==> src/rtl/midi_tx_scheduler_if.sv <==
// Handshake and message bus between the track scheduler and midi_note_sender.
// The scheduler drives the message fields and trigger; the sender returns busy.
interface midi_tx_scheduler_if;
    logic       trigger;
    logic [3:0] channel;
    logic [6:0] note;
    logic [6:0] velocity;
    logic       sender_busy;

    modport master (output trigger, channel, note, velocity, input sender_busy);
    modport slave  (input trigger, channel, note, velocity, output sender_busy);
endinterface

==> src/rtl/midi_tx_scheduler.sv <==
// Shares one midi_note_sender between sequencer tracks: latches note-on requests,
// schedules gate-length note-offs and arbitrates round-robin with note-offs first.
module midi_tx_scheduler #(
    parameter int         NUM_TRACKS   = 4,
    parameter int         GATE_TICKS   = 2,
    parameter logic [3:0] BASE_CHANNEL = 4'd0
) (
    input  logic                          clk,
    input  logic                          rst,
    input  logic                          tick,
    input  logic [NUM_TRACKS-1:0]         req,
    input  logic [7*NUM_TRACKS-1:0]       req_note,
    input  logic [7*NUM_TRACKS-1:0]       req_velocity,
    midi_tx_scheduler_if.master           snd,
    output logic [$clog2(NUM_TRACKS)-1:0] grant_idx,
    output logic                          active,
    output logic [NUM_TRACKS-1:0]         overrun
);
    // state       | meaning
    // S_IDLE      | pick next message: pending note-offs first, round-robin from rr_ptr
    // S_ISSUE     | one-cycle trigger to the sender
    // S_WAIT_BUSY | waiting for the sender to raise busy
    // S_WAIT_DONE | waiting for the sender to drop busy
    localparam int IDXW = $clog2(NUM_TRACKS);

    typedef enum logic [1:0] {S_IDLE, S_ISSUE, S_WAIT_BUSY, S_WAIT_DONE} state_t;

    state_t                state_q, state_d;
    logic [3:0]            channel_q, channel_d;
    logic [6:0]            note_q, note_d;
    logic [6:0]            velocity_q, velocity_d;
    logic [IDXW-1:0]       grant_idx_q, grant_idx_d;
    logic [IDXW-1:0]       rr_ptr_q, rr_ptr_d;
    logic                  active_q, active_d;
    logic [NUM_TRACKS-1:0] overrun_q, overrun_d;
    logic [NUM_TRACKS-1:0] on_pend_q, on_pend_d;
    logic [NUM_TRACKS-1:0] off_pend_q, off_pend_d;
    logic [NUM_TRACKS-1:0] gate_run_q, gate_run_d;
    logic [6:0]            on_note_q [NUM_TRACKS];
    logic [6:0]            on_note_d [NUM_TRACKS];
    logic [6:0]            on_vel_q  [NUM_TRACKS];
    logic [6:0]            on_vel_d  [NUM_TRACKS];
    logic [6:0]            off_note_q [NUM_TRACKS];
    logic [6:0]            off_note_d [NUM_TRACKS];
    logic [7:0]            gate_cnt_q [NUM_TRACKS];
    logic [7:0]            gate_cnt_d [NUM_TRACKS];

    logic [NUM_TRACKS-1:0] grant_on, grant_off;
    logic [IDXW:0]         off_pick, on_pick;
    logic [IDXW-1:0]       sel;

    // Returns {found, index} of the first set flag at or after ptr, wrapping.
    function automatic logic [IDXW:0] pick_rr(input logic [NUM_TRACKS-1:0] pend,
                                               input logic [IDXW-1:0] ptr);
        logic [IDXW:0] r;
        int            j;
        r = '0;
        for (int k = NUM_TRACKS - 1; k >= 0; k--) begin
            j = (int'(ptr) + k) % NUM_TRACKS;
            if (pend[IDXW'(j)]) r = {1'b1, IDXW'(j)};
        end
        return r;
    endfunction

    assign off_pick = pick_rr(off_pend_q, rr_ptr_q);
    assign on_pick  = pick_rr(on_pend_q, rr_ptr_q);

    always_comb begin
        state_d     = state_q;
        channel_d   = channel_q;
        note_d      = note_q;
        velocity_d  = velocity_q;
        grant_idx_d = grant_idx_q;
        rr_ptr_d    = rr_ptr_q;
        active_d    = active_q;
        overrun_d   = overrun_q;
        on_pend_d   = on_pend_q;
        off_pend_d  = off_pend_q;
        gate_run_d  = gate_run_q;
        on_note_d   = on_note_q;
        on_vel_d    = on_vel_q;
        off_note_d  = off_note_q;
        gate_cnt_d  = gate_cnt_q;
        grant_on    = '0;
        grant_off   = '0;
        sel         = '0;

        case (state_q)
            S_IDLE: begin
                if (off_pick[IDXW] || on_pick[IDXW]) begin
                    sel         = off_pick[IDXW] ? off_pick[IDXW-1:0] : on_pick[IDXW-1:0];
                    grant_idx_d = sel;
                    channel_d   = BASE_CHANNEL + 4'(sel);
                    active_d    = 1'b1;
                    state_d     = S_ISSUE;
                    if (off_pick[IDXW]) begin
                        note_d         = off_note_q[sel];
                        velocity_d     = 7'd0;
                        grant_off[sel] = 1'b1;
                    end else begin
                        note_d        = on_note_q[sel];
                        velocity_d    = on_vel_q[sel];
                        grant_on[sel] = 1'b1;
                    end
                end
            end
            S_ISSUE:     state_d = S_WAIT_BUSY;
            S_WAIT_BUSY: if (snd.sender_busy) state_d = S_WAIT_DONE;
            S_WAIT_DONE: begin
                if (!snd.sender_busy) begin
                    active_d = 1'b0;
                    rr_ptr_d = (grant_idx_q == IDXW'(NUM_TRACKS - 1)) ? '0 : grant_idx_q + IDXW'(1);
                    state_d  = S_IDLE;
                end
            end
            default:     state_d = S_IDLE;
        endcase

        // Clears from this cycle's grant come first so fresh events win over them.
        for (int t = 0; t < NUM_TRACKS; t++) begin
            if (grant_off[t]) off_pend_d[t] = 1'b0;
            if (grant_on[t])  on_pend_d[t]  = 1'b0;
            if (gate_run_q[t] && tick) begin
                gate_cnt_d[t] = gate_cnt_q[t] - 8'd1;
                if (gate_cnt_q[t] == 8'd1) begin
                    gate_run_d[t] = 1'b0;
                    off_pend_d[t] = 1'b1;
                end
            end
            if (req[t]) begin
                on_note_d[t] = req_note[7*t +: 7];
                on_vel_d[t]  = req_velocity[7*t +: 7];
                on_pend_d[t] = 1'b1;
                if (on_pend_q[t] && !grant_on[t]) overrun_d[t] = 1'b1;
                if (gate_run_q[t]) begin
                    gate_run_d[t] = 1'b0;
                    off_pend_d[t] = 1'b1;
                end
            end
            if (grant_on[t]) begin
                off_note_d[t] = on_note_q[t];
                gate_cnt_d[t] = 8'(GATE_TICKS);
                gate_run_d[t] = 1'b1;
            end
        end
    end

    always_ff @(posedge clk) begin
        if (rst) begin
            state_q     <= S_IDLE;
            channel_q   <= '0;
            note_q      <= '0;
            velocity_q  <= '0;
            grant_idx_q <= '0;
            rr_ptr_q    <= '0;
            active_q    <= 1'b0;
            overrun_q   <= '0;
            on_pend_q   <= '0;
            off_pend_q  <= '0;
            gate_run_q  <= '0;
            on_note_q   <= '{default: '0};
            on_vel_q    <= '{default: '0};
            off_note_q  <= '{default: '0};
            gate_cnt_q  <= '{default: '0};
        end else begin
            state_q     <= state_d;
            channel_q   <= channel_d;
            note_q      <= note_d;
            velocity_q  <= velocity_d;
            grant_idx_q <= grant_idx_d;
            rr_ptr_q    <= rr_ptr_d;
            active_q    <= active_d;
            overrun_q   <= overrun_d;
            on_pend_q   <= on_pend_d;
            off_pend_q  <= off_pend_d;
            gate_run_q  <= gate_run_d;
            on_note_q   <= on_note_d;
            on_vel_q    <= on_vel_d;
            off_note_q  <= off_note_d;
            gate_cnt_q  <= gate_cnt_d;
        end
    end

    assign snd.trigger  = (state_q == S_ISSUE);
    assign snd.channel  = channel_q;
    assign snd.note     = note_q;
    assign snd.velocity = velocity_q;
    assign grant_idx    = grant_idx_q;
    assign active       = active_q;
    assign overrun      = overrun_q;
endmodule

==> src/flat_wrapper.sv <==
// flat-port wrapper written by rule: the top's interface ports become plain ports
module midi_tx_scheduler_flat 
#(
    parameter int         NUM_TRACKS   = 4,
    parameter int         GATE_TICKS   = 2,
    parameter logic [3:0] BASE_CHANNEL = 4'd0
)
  (clk, rst, tick, req, req_note, req_velocity, grant_idx, active, overrun, snd_trigger, snd_channel, snd_note, snd_velocity, snd_sender_busy);
  midi_tx_scheduler_if snd_i ();
  input  logic clk;
  input  logic rst;
  input  logic tick;
  input  logic [NUM_TRACKS-1:0] req;
  input  logic [7*NUM_TRACKS-1:0] req_note;
  input  logic [7*NUM_TRACKS-1:0] req_velocity;
  output logic [$clog2(NUM_TRACKS)-1:0] grant_idx;
  output logic active;
  output logic [NUM_TRACKS-1:0] overrun;
  output wire logic [$bits(snd_i.trigger)-1:0] snd_trigger;
  output wire logic [$bits(snd_i.channel)-1:0] snd_channel;
  output wire logic [$bits(snd_i.note)-1:0] snd_note;
  output wire logic [$bits(snd_i.velocity)-1:0] snd_velocity;
  input wire logic [$bits(snd_i.sender_busy)-1:0] snd_sender_busy;
  assign snd_trigger = snd_i.trigger;
  assign snd_channel = snd_i.channel;
  assign snd_note = snd_i.note;
  assign snd_velocity = snd_i.velocity;
  assign snd_i.sender_busy = snd_sender_busy;
  midi_tx_scheduler #(.NUM_TRACKS(NUM_TRACKS), .GATE_TICKS(GATE_TICKS), .BASE_CHANNEL(BASE_CHANNEL)) u_core (.clk(clk), .rst(rst), .tick(tick), .req(req), .req_note(req_note), .req_velocity(req_velocity), .snd(snd_i), .grant_idx(grant_idx), .active(active), .overrun(overrun));
endmodule
==> config.mk <==
export PLATFORM = sky130hd
export DESIGN_NAME = midi_tx_scheduler_flat
export DESIGN_NICKNAME = d
export VERILOG_FILES = /design/src/rtl/midi_tx_scheduler_if.sv /design/src/rtl/midi_tx_scheduler.sv /design/src/flat_wrapper.sv
export SDC_FILE = /design/constraint.sdc
export NUM_CORES = 1
export LEC_CHECK = 0
export CAP_MARGIN = 5
export CELL_PAD_IN_SITES_DETAIL_PLACEMENT = 1
export CELL_PAD_IN_SITES_GLOBAL_PLACEMENT = 2
export CORE_UTILIZATION = 34
export DETAILED_ROUTE_END_ITERATION = 10
export GPL_ROUTABILITY_DRIVEN = 0
export GPL_TIMING_DRIVEN = 0
export HOLD_SLACK_MARGIN = 0.02
export PLACE_DENSITY = 0.84
export SYNTH_ARGS = -nofsm -noshare
export SYNTH_HDL_FRONTEND = slang
export SYNTH_SLANG_ARGS = --single-unit
==> constraint.sdc <==
create_clock -name clk -period 2.5 [get_ports clk]
set_input_delay 0.5 -clock clk [delete_from_list [all_inputs] [get_ports clk]]
set_output_delay 0.5 -clock clk [all_outputs]
set_load 0.01 [all_outputs]
==> flow_summary.toml, run 1 <==
[clock_tree]
clkTransAtPathRegs_ns = 0.06
ctsHoldBuffers = 0
insertion_delay_ns = 0.43
cts.htree.levels = 4
numCtsBuffers = 17
cts_tree = "yes"
cts_sinks = 153
cts_max_path_buffers = 2
cts-root-buf = "clkbuf_16"

[run]
cap_violations = 0

[setup_path]
worstSetupStartpoint = "u_core.rr_ptr_q[1]"
rrSetupSlack_ns = 0.12
cpPeakStageDelay_ns = 0.48
worst_ep_required_time_ns = 2.83
crit_type = "flip-flop to flip-flop"
r2r_end = "u_core.snd.note[3]"
crit_arrival_ns = 2.72
worstPathCellList = "nand2_1, a211o_1, nand3_2, clkbuf_1, nand3_1, a211o_1, a41oi_1"
path_max_fanout = 10
timing.rr.start = "u_core.rr_ptr_q[1]"
cpMostUsedCell = "a211o_1"
slowest_stage = "dfxtp_1"
worstSetupStartpointType = "flip-flop"
crit_path_end_kind = "flip-flop"
reg2reg_depth = 7

[synth]
ys_ff_latch = 153
yosys-top-cells-count = "153 x dfxtp_1, 111 x nor2_1, 70 x nand2_1, 66 x mux2i_1, 45 x a21oi_1"
synthTopCellsByArea = "dfxtp_1 44%, mux2i_1 9.5%, nor2_1 6.0%"
yosysMostFrequentCell = "dfxtp_1"
ys_warn_count = 0
ys_seq_area_share_pct = 44.2
syn_inst = 790
netlist_area_sq_um = 6920
avgSynthCellArea_sq_um = 8.76
synthArstFlopShare_pct = 0
synth_edf_count = 0
synth_ff_type = "dfxtp_1"
synth_top_area_share_pct = 44.2
yosysTopAreaCell = "dfxtp_1"
ys_types = 51

[routing]
dr.first_iter.drc_count = 292
via_per_inst = 5.24
antenna_left = 0
drc = 0
wl_mm = 22.1
avgRoutedWirePerCell_um = 18.9
dr.pass1.iters = 5
num_vias = 6131

[placement]
post-place-ws_ns = -0.154
hpwl_mm = 16.4
numPortBuffers = 82
placed_area_sq_um = 8080

[power_and_ir_drop]
peakVddDrop_uv = 595
p_total_uw = 8190
leakagePower_uw = 0.00339
power.density_nw_per_um2 = 937

[floorplanning]
coreArea_sq_um = 19700
initial_core_util_pct = 35.1
rows = 51
pin_count = 90
die-area_sq_um = 20900
dieHeight_um = 145
dieWidth_um = 145

[sta]
tightest_slew_ns = 0.951
skew_ns = 0.00836
hold_viol = 0
setup-violations-final = 0
timing.final.ws_setup_ns = 0.117
period_share_pct = 95.3
slew_headroom_pct = 36.6
slew_viol_final = 0
fmax_mhz = 420
fin_crit_ns = 2.38
setup_tns_ns = 0

[hold_path]
hold_depth = 2
hold_path.startpoint = "u_core.off_note_q[25]"
min_path_type = "flip-flop to flip-flop"
timing.hold.worst_endpoint = "u_core.off_note_q[25]"

[final_layout]
nFillCells = 2296
regArea_sq_um = 3060
final_util_pct = 44.3
layout.nets = 968
fin_area_sq_um = 8740
syn_to_final_growth_pct = 26.2
n_antenna_cell = 0
multiInputGateArea_sq_um = 3620
final_layout_size_suffix_gt1_share_pct = 8.08

[global_route]
grt_start_max_net_pins = 17
grt_pass1_vias = 6366
antenna_found_initial = 0
gr-total-overflow = 0
grt_usage_pct = 22.6
grt_first_pass_wirelength_mm = 34.8

[outcome]
outcome = "completed"
-- timing repair --
action                     CTS  global route
gates resized for setup      5            14
buffers inserted             0             2
setup endpoints to repair   19            36
gates cloned                 0             0
pin swaps                    0             1
-- stage by stage --
step / hold WS [ns] / cells
final: 0.451 / 1169
after global routing: 0.472 / 1169
after CTS: 0.454 / 1168
after detailed placement: 0.445 / 1138
after global placement: 0.438 / 1138
after floorplan: 0.432 / 791
-- sequential cells by signal (all words and copies together), names as in the netlist --
signal / cells
u_core.off_note_q: 28
u_core.state_q: 2
u_core.gate_run_q: 4
u_core.off_pend_q: 4
u_core.grant_idx: 2
u_core.on_vel_q: 28
u_core.gate_cnt_q: 32
u_core.snd.note: 7
u_core.on_pend_q: 4
u_core.active: 1
u_core.rr_ptr_q: 2
u_core.overrun: 4
u_core.on_note_q: 28
u_core.snd.velocity: 7
-- worst max path at each step --
stage	endpoint	cells after the start
final	u_core.snd.note[3]	7
after global routing	u_core.snd.note[5]	7
after CTS	u_core.snd.note[3]	7
after detailed placement	u_core.snd.velocity[1]	6
after global placement	u_core.gate_cnt_q[14]	7
after floorplan	u_core.off_note_q[13]	8
-- cells in the final DEF (no fill, tap or decap), types with 17 or more instances in the layout --
master	Yosys	final
dfxtp_1	153	153
nor2_1	111	111
clkdlybuf4s50_1	0	82
nand2_1	70	69
mux2i_1	66	66
a21oi_1	45	44
clkbuf_1	39	34
and3_1	28	27
o21ai_0	26	25
nor3_1	25	25
nand3_1	24	23
clkbuf_16	0	17
-- logic make-up (layout without fill, tap and decap cells) --
family,count (synthesis),count (layout),synth area share (%)
other,1,2,0.0542
AO/OA/AOI/OAI,150,150,14.4
flip-flops,153,153,44.2
buffers and inverters,65,178,4.12
adder cells (fa/ha/maj),13,13,2.35
multiplexers,66,66,9.54
XOR/XNOR,27,27,3.42
AND/OR/NAND/NOR,315,315,21.9
-- worst max-delay path: cells and delay by family, from the launching register on --
kind,cells,cell delay [ns]
buffers and inverters,1,0.39
and+or+nand+nor,3,0.51
DFF,1,0.48
AOI/OAI and AO/OA,3,0.91
-- report_power, final --
group / switching (uW) / leakage (uW) / internal (uW) / total (uW)
Clock: 1030 / 0.000293 / 1620 / 2650
Combinational: 1610 / 0.00184 / 972 / 2590
Sequential: 234 / 0.00125 / 2720 / 2950
-- per-layer routing --
layer,GRT usage (%),wire length (um),vias up
met5,0,0,-
met4,8.59,512,0
met3,3.98,785,31
met2,37.3,10400,141
met1,29.2,10400,2986
li1,-,-,2973
-- final cells by class --
class / count / share of cell area, %
clock inverters: 11 / 1.68
inverters: 10 / 0.429
multi-input cells: 573 / 41.4
well taps: 265 / 3.79
repair buffers: 84 / 9.56
clock buffers: 21 / 5.27
plain buffers: 52 / 2.82
flip-flops and latches: 153 / 35.0
(Power assumes the default switching activity.)
==> inputs of run 2 (changes only) <==
--- a/config.mk
+++ b/config.mk
@@ -9,9 +9,9 @@
 export CELL_PAD_IN_SITES_DETAIL_PLACEMENT = 1
 export CELL_PAD_IN_SITES_GLOBAL_PLACEMENT = 2
 export CORE_UTILIZATION = 34
+export CTS_BUF_LIST = sky130_fd_sc_hd__clkbuf_8 sky130_fd_sc_hd__clkbuf_16
 export DETAILED_ROUTE_END_ITERATION = 10
 export GPL_ROUTABILITY_DRIVEN = 0
-export GPL_TIMING_DRIVEN = 0
 export HOLD_SLACK_MARGIN = 0.02
 export PLACE_DENSITY = 0.84
 export SYNTH_ARGS = -nofsm -noshare
==> run 2 against run 1 <==
Net effect:
- routed wire length decreased by 6.8%
- cell count down 0.51%
- non-clock buffer count shrank 6
- die area unchanged
- sequential cell count did not move
- count of clock-buffer cells in the layout down 2
- utilization increased by 0.46 points
- global-route usage is 1.8 points lower
- critical path depth rose by 2
- clock skew increased by 0.0080 ns
==> flow_summary.toml, run 2 (synthesis results as in run 1) <==
[sta]
hold_viol = 0
rsz0062_at_grt = "false"
timing.final.ws_setup_ns = 0.183
tightest_slew_ns = 0.566
period_share_pct = 92.7
timing.hold.ws_ns = 0.456
setup-violations-final = 0
setup_tns_ns = 0
skew_ns = 0.0164
fmax_mhz = 432
slew_viol_final = 0
slew_headroom_pct = 62.1
fin_crit_ns = 2.32

[routing]
antenna_left = 0
drc = 0
dr.pass1.iters = 4
num_vias = 6054
wl_met2_mm = 9.72
wl_met3_um = 691
dr.first_iter.drc_count = 298
wl_mm = 20.6
top_layer_used = "met4"
m1WireLength_mm = 9.91
via_per_inst = 5.21
avgRoutedWirePerCell_um = 17.7

[final_layout]
final_layout_size_suffix_gt1_share_pct = 10.0
layout.nets = 962
syn_to_final_growth_pct = 27.5
n_antenna_cell = 0
final_cell_mix = "153 x dfxtp_1, 111 x nor2_1, 86 x clkdlybuf4s50_1"
fin_cells = 1163
largest_register = "u_core.gate_cnt_q"
final_common_cell = "dfxtp_1"
fin_area_sq_um = 8830
largest_reg_flops = 32

[global_route]
gr-total-overflow = 0
antenna_found_initial = 0
grt_first_pass_wirelength_mm = 32.8
grt_pass1_vias = 6073
grt_usage_pct = 20.8
grt_start_max_net_pins = 69

[floorplanning]
coreArea_sq_um = 19700
die-area_sq_um = 20900
rows = 51
pin_count = 90
dieHeight_um = 145
initial_core_util_pct = 35.1
dieWidth_um = 145

[setup_path]
crit_type = "flip-flop to flip-flop"
reg2reg_depth = 9
crit_path_end_kind = "flip-flop"
cpPeakStageDelay_ns = 0.49
worstSetupStartpointType = "flip-flop"
path_max_fanout = 9
slowest_stage = "dfxtp_1"
cpMostUsedCell = "buf_4"
worstPathCellList = "nand2_1, a211o_1, buf_4, a22o_1, buf_4, o211ai_2, buf_4, nand2b_1, nor2_1"
worst_ep_required_time_ns = 2.85
crit_arrival_ns = 2.67

[outcome]
outcome = "completed"

[clock_tree]
cts_max_path_buffers = 2
clkTransAtPathRegs_ns = 0.06
cts-root-buf = "clkbuf_16"
ctsHoldBuffers = 0
insertion_delay_ns = 0.43
cts_tree = "yes"
cts_sinks = 153
numCtsBuffers = 17
cts.htree.levels = 4

[placement]
placed_area_sq_um = 8250
post-place-ws_ns = 0.119
numPortBuffers = 87
hpwl_mm = 14.7
dp_cells = 1131

[power_and_ir_drop]
leakagePower_uw = 0.00347
power.density_nw_per_um2 = 918
peakVddDrop_uv = 501

[run]
cap_violations = 0

[hold_path]
min_path_type = "flip-flop to flip-flop"
hold_depth = 2
[run 2: cell count changes in the layout (fill, tap and decap cells not counted), moves of 3 or more]
cell	before	now
buf_12	0	4
clkbuf_2	3	0
buf_4	8	40
buf_2	8	0
clkbuf_1	34	0
clkdlybuf4s50_1	82	86
[run 2: routing by layer]
metal,GRT usage [%],up-vias
met4,5.98,0
met1,27.5,2967
li1,-,2973
met3,3.95,14
met2,34.2,100
met5,0,-
[run 2: worst paths after layout]
kind,slack [ns],startpoint,endpoint
max reg2reg,0.18,u_core.rr_ptr_q[1],u_core.gate_cnt_q[12]
min reg2reg,0.46,u_core.off_note_q[20],u_core.off_note_q[20]
max,0.18,u_core.rr_ptr_q[1],u_core.gate_cnt_q[12]
min,0.46,u_core.off_note_q[20],u_core.off_note_q[20]
[run 2: power breakdown]
group,total [uW],leakage [uW],internal [uW],switching (uW)
sequential,2960,0.00125,2720,239
clock,2520,0.000275,1430,1090
combinational,2630,0.00194,1090,1530
[run 2: through the flow]
| stage | util [%] | total power [uW] |
|---|---|---|
| after global routing | 44.8 | 8550 |
| after CTS | 44.8 | 8160 |
| after detailed placement | 41.9 | 5610 |
| after global placement | 41.9 | 5570 |
| final | 44.8 | 8100 |
| after floorplan | - | 4480 |
[run 2: area by class of cell]
type	instances	area, sq um
clock buffer	19	453
tap	265	332
fill	2269	10900
inverter	10	37.5
multi-input combinational	573	3580
sequential	153	3060
clock inverter	13	120
timing repair buffer	130	1240
[run 2: critical path, delay by kind of cell (launching register included)]
kind | cells | cell delay [ns]
flops | 1 | 0.49
compound gates | 3 | 0.71
simple gates | 3 | 0.45
buf+inv | 3 | 0.60
[run 2: timing repair]
| action | CTS | global route |
|---|---|---|
| setup endpoints to repair | 0 | 8 |
| gates resized for setup | 0 | 1 |
| setup buffers | 0 | 0 |
==> inputs of run 3 (changes only) <==
--- a/config.mk
+++ b/config.mk
@@ -8,6 +8,7 @@
 export CAP_MARGIN = 5
 export CELL_PAD_IN_SITES_DETAIL_PLACEMENT = 1
 export CELL_PAD_IN_SITES_GLOBAL_PLACEMENT = 2
+export CORE_MARGIN = 2
 export CORE_UTILIZATION = 34
 export CTS_BUF_LIST = sky130_fd_sc_hd__clkbuf_8 sky130_fd_sc_hd__clkbuf_16
 export DETAILED_ROUTE_END_ITERATION = 10
==> constraint.sdc (replaced) <==
create_clock -name clk -period 2.5 [get_ports clk]
set_input_delay 0.25 -clock clk [delete_from_list [all_inputs] [get_ports clk]]
set_output_delay 0.25 -clock clk [all_outputs]
set_load 0.01 [all_outputs]
==> run 3 against run 2 <==
Net effect:
- fmax down 0.68%
- first-iteration DRC count down 10%
- power up 2.5%
- non-clock buffer count down 3
- sequential power about the same
- utilization down 0.86 points
- clock power up 8.7%
- combinational power about the same
- cell count up 0.17%
- count of clock-buffer cells in the layout unchanged
- critical path type unchanged
- critical endpoint is now u_core.off_note_q[24]
==> flow_summary.toml, run 3 (synthesis results as in run 1) <==
[setup_path]
crit_buf_inv = 1
worstSetupStartpointType = "flip-flop"
crit_type = "flip-flop to flip-flop"
path_max_fanout = 9
crit_path_end_kind = "flip-flop"
slowest_stage = "or4b_4"
worst_ep_required_time_ns = 2.85
cpPeakStageDelay_ns = 0.56
crit_arrival_ns = 2.69
worstPathCellList = "nor2_1, or4b_4, and2_1, o21ai_1, buf_4, nand2_1, a21oi_1"
crit_family = "simple AND/OR/NAND/NOR gates"

[final_layout]
n_antenna_cell = 0
largest_reg_flops = 32
final_layout_size_suffix_gt1_share_pct = 9.72
multiInputGateArea_sq_um = 3580
final_cell_mix = "153 x dfxtp_1, 111 x nor2_1, 86 x clkdlybuf4s50_1"
final_common_cell = "dfxtp_1"
regArea_sq_um = 3060
largest_register = "u_core.gate_cnt_q"
syn_to_final_growth_pct = 27.5
layout.nets = 959
nFillCells = 2336
fin_cells = 1165

[routing]
avgRoutedWirePerCell_um = 17.8
dr.first_iter.drc_count = 267
num_vias = 6025
via_per_inst = 5.17
wl_mm = 20.7
dr.pass1.iters = 4
drc = 0
antenna_left = 0

[sta]
rsz0062_at_grt = "false"
slew_headroom_pct = 65.5
hold_viol = 0
fmax_mhz = 429
skew_ns = 0.0150
tightest_slew_ns = 0.518
slew_viol_final = 0
setup_tns_ns = 0
setup-violations-final = 0
fin_crit_ns = 2.33
period_share_pct = 93.3

[clock_tree]
cts_sinks = 153
cts.htree.levels = 4
numCtsBuffers = 17
cts-root-buf = "clkbuf_16"
clkTransAtPathRegs_ns = 0.07
cts_resized = 0
insertion_delay_ns = 0.43
ctsHoldBuffers = 0
cts_tree = "yes"
cts_max_path_buffers = 2
cts_setup_buffers = 0

[floorplanning]
dieWidth_um = 147
initial_core_util_pct = 34.4
pin_count = 90
rows = 52
die-area_sq_um = 21500
coreArea_sq_um = 20100
dieHeight_um = 147

[global_route]
antenna_found_initial = 0
grt_usage_pct = 19.8
gr-total-overflow = 0
grt_pass1_vias = 6199
grt_start_max_net_pins = 53
grt_first_pass_wirelength_mm = 33.6

[power_and_ir_drop]
switchingPower_uw = 2880
clockPowerShare_pct = 33.0
power.density_nw_per_um2 = 940
intPower_uw = 5420
seq_power_share_pct = 35.6
swShare_pct = 34.7
leakagePower_uw = 0.00347
peakVddDrop_uv = 444
combPwrFrac_pct = 31.4

[placement]
numPortBuffers = 87
dp_cells = 1133
hpwl_mm = 14.7

[hold_path]
min_path_type = "input pin to flip-flop"

[run]
cap_violations = 0

[outcome]
outcome = "completed"
[run 3: changes by cell type in the layout (fill, tap and decap cells not counted)]
cell / previous run / this run
bufinv_16: 1 / 3
buf_12: 4 / 2
buf_4: 40 / 39
clkinv_4: 2 / 1
inv_8: 1 / 0
o21ai_2: 1 / 0
o21ai_1: 0 / 1
clkinvlp_4: 4 / 3
clkinv_2: 2 / 1
inv_6: 2 / 4
and3_2: 0 / 1
and3_1: 28 / 27
[run 3: worst paths after layout]
| kind | start | end | slack [ns] | depth (start not counted) |
|---|---|---|---|---|
| setup / recovery | u_core.on_pend_q[3] | u_core.off_note_q[24] | 0.17 | 7 |
| setup reg to reg | u_core.on_pend_q[3] | u_core.off_note_q[24] | 0.17 | 7 |
| hold reg to reg | u_core.snd.velocity[5] | u_core.snd.velocity[5] | 0.46 | 2 |
| hold / removal | rst | u_core.on_vel_q[2] | 0.25 | 2 |
[run 3: worst register-to-register path, delay by kind of cell, from the launching register on]
kind / cells / cell delay [ns]
AOI/OAI and AO/OA: 2 / 0.57
buffers and inverters: 1 / 0.27
DFF: 1 / 0.41
and+or+nand+nor: 4 / 1.01
[run 3: layout make-up]
cell class | instances | area share, %
timing repair buffer | 127 | 13.5
tap | 270 | 3.83
clock inverter | 13 | 1.87
clock buffer | 19 | 5.13
multi-input combinational | 573 | 40.5
sequential | 153 | 34.7
inverter | 10 | 0.425
[run 3: power by group through the flow]
stage	Sequential, uW	Combinational, uW	Clock (uW)
6_report	2950	2610	2740
5_1_grt	3000	2860	2900
4_1_cts	2960	2620	2800
3_5_place_dp	3000	2590	0
3_3_place_gp	3000	2560	0
2_1_floorplan	2970	1520	0
[run 3: through the flow]
step / setup WS, ns / hold WS [ns] / utilization, % / total power, uW / instance area, sq um
after floorplan: 0.514 / 0.397 / - / 4480 / 6930
after global placement: 0.232 / 0.438 / 40.8 / 5550 / 8210
after detailed placement: 0.186 / 0.450 / 40.8 / 5590 / 8210
final: 0.168 / 0.250 / 43.9 / 8300 / 8830
after global routing: 0.00318 / 0.270 / 43.9 / 8760 / 8830
after CTS: 0.217 / 0.243 / 43.9 / 8370 / 8830
[run 3: routing by layer]
| metal | wire, um | vias to the layer above | track usage, % |
|---|---|---|---|
| li1 | - | 2965 | - |
| met5 | 0 | - | 0 |
| met2 | 9980 | 103 | 33.2 |
| met3 | 678 | 22 | 3.54 |
| met1 | 9710 | 2935 | 25.8 |
| met4 | 376 | 0 | 6.46 |
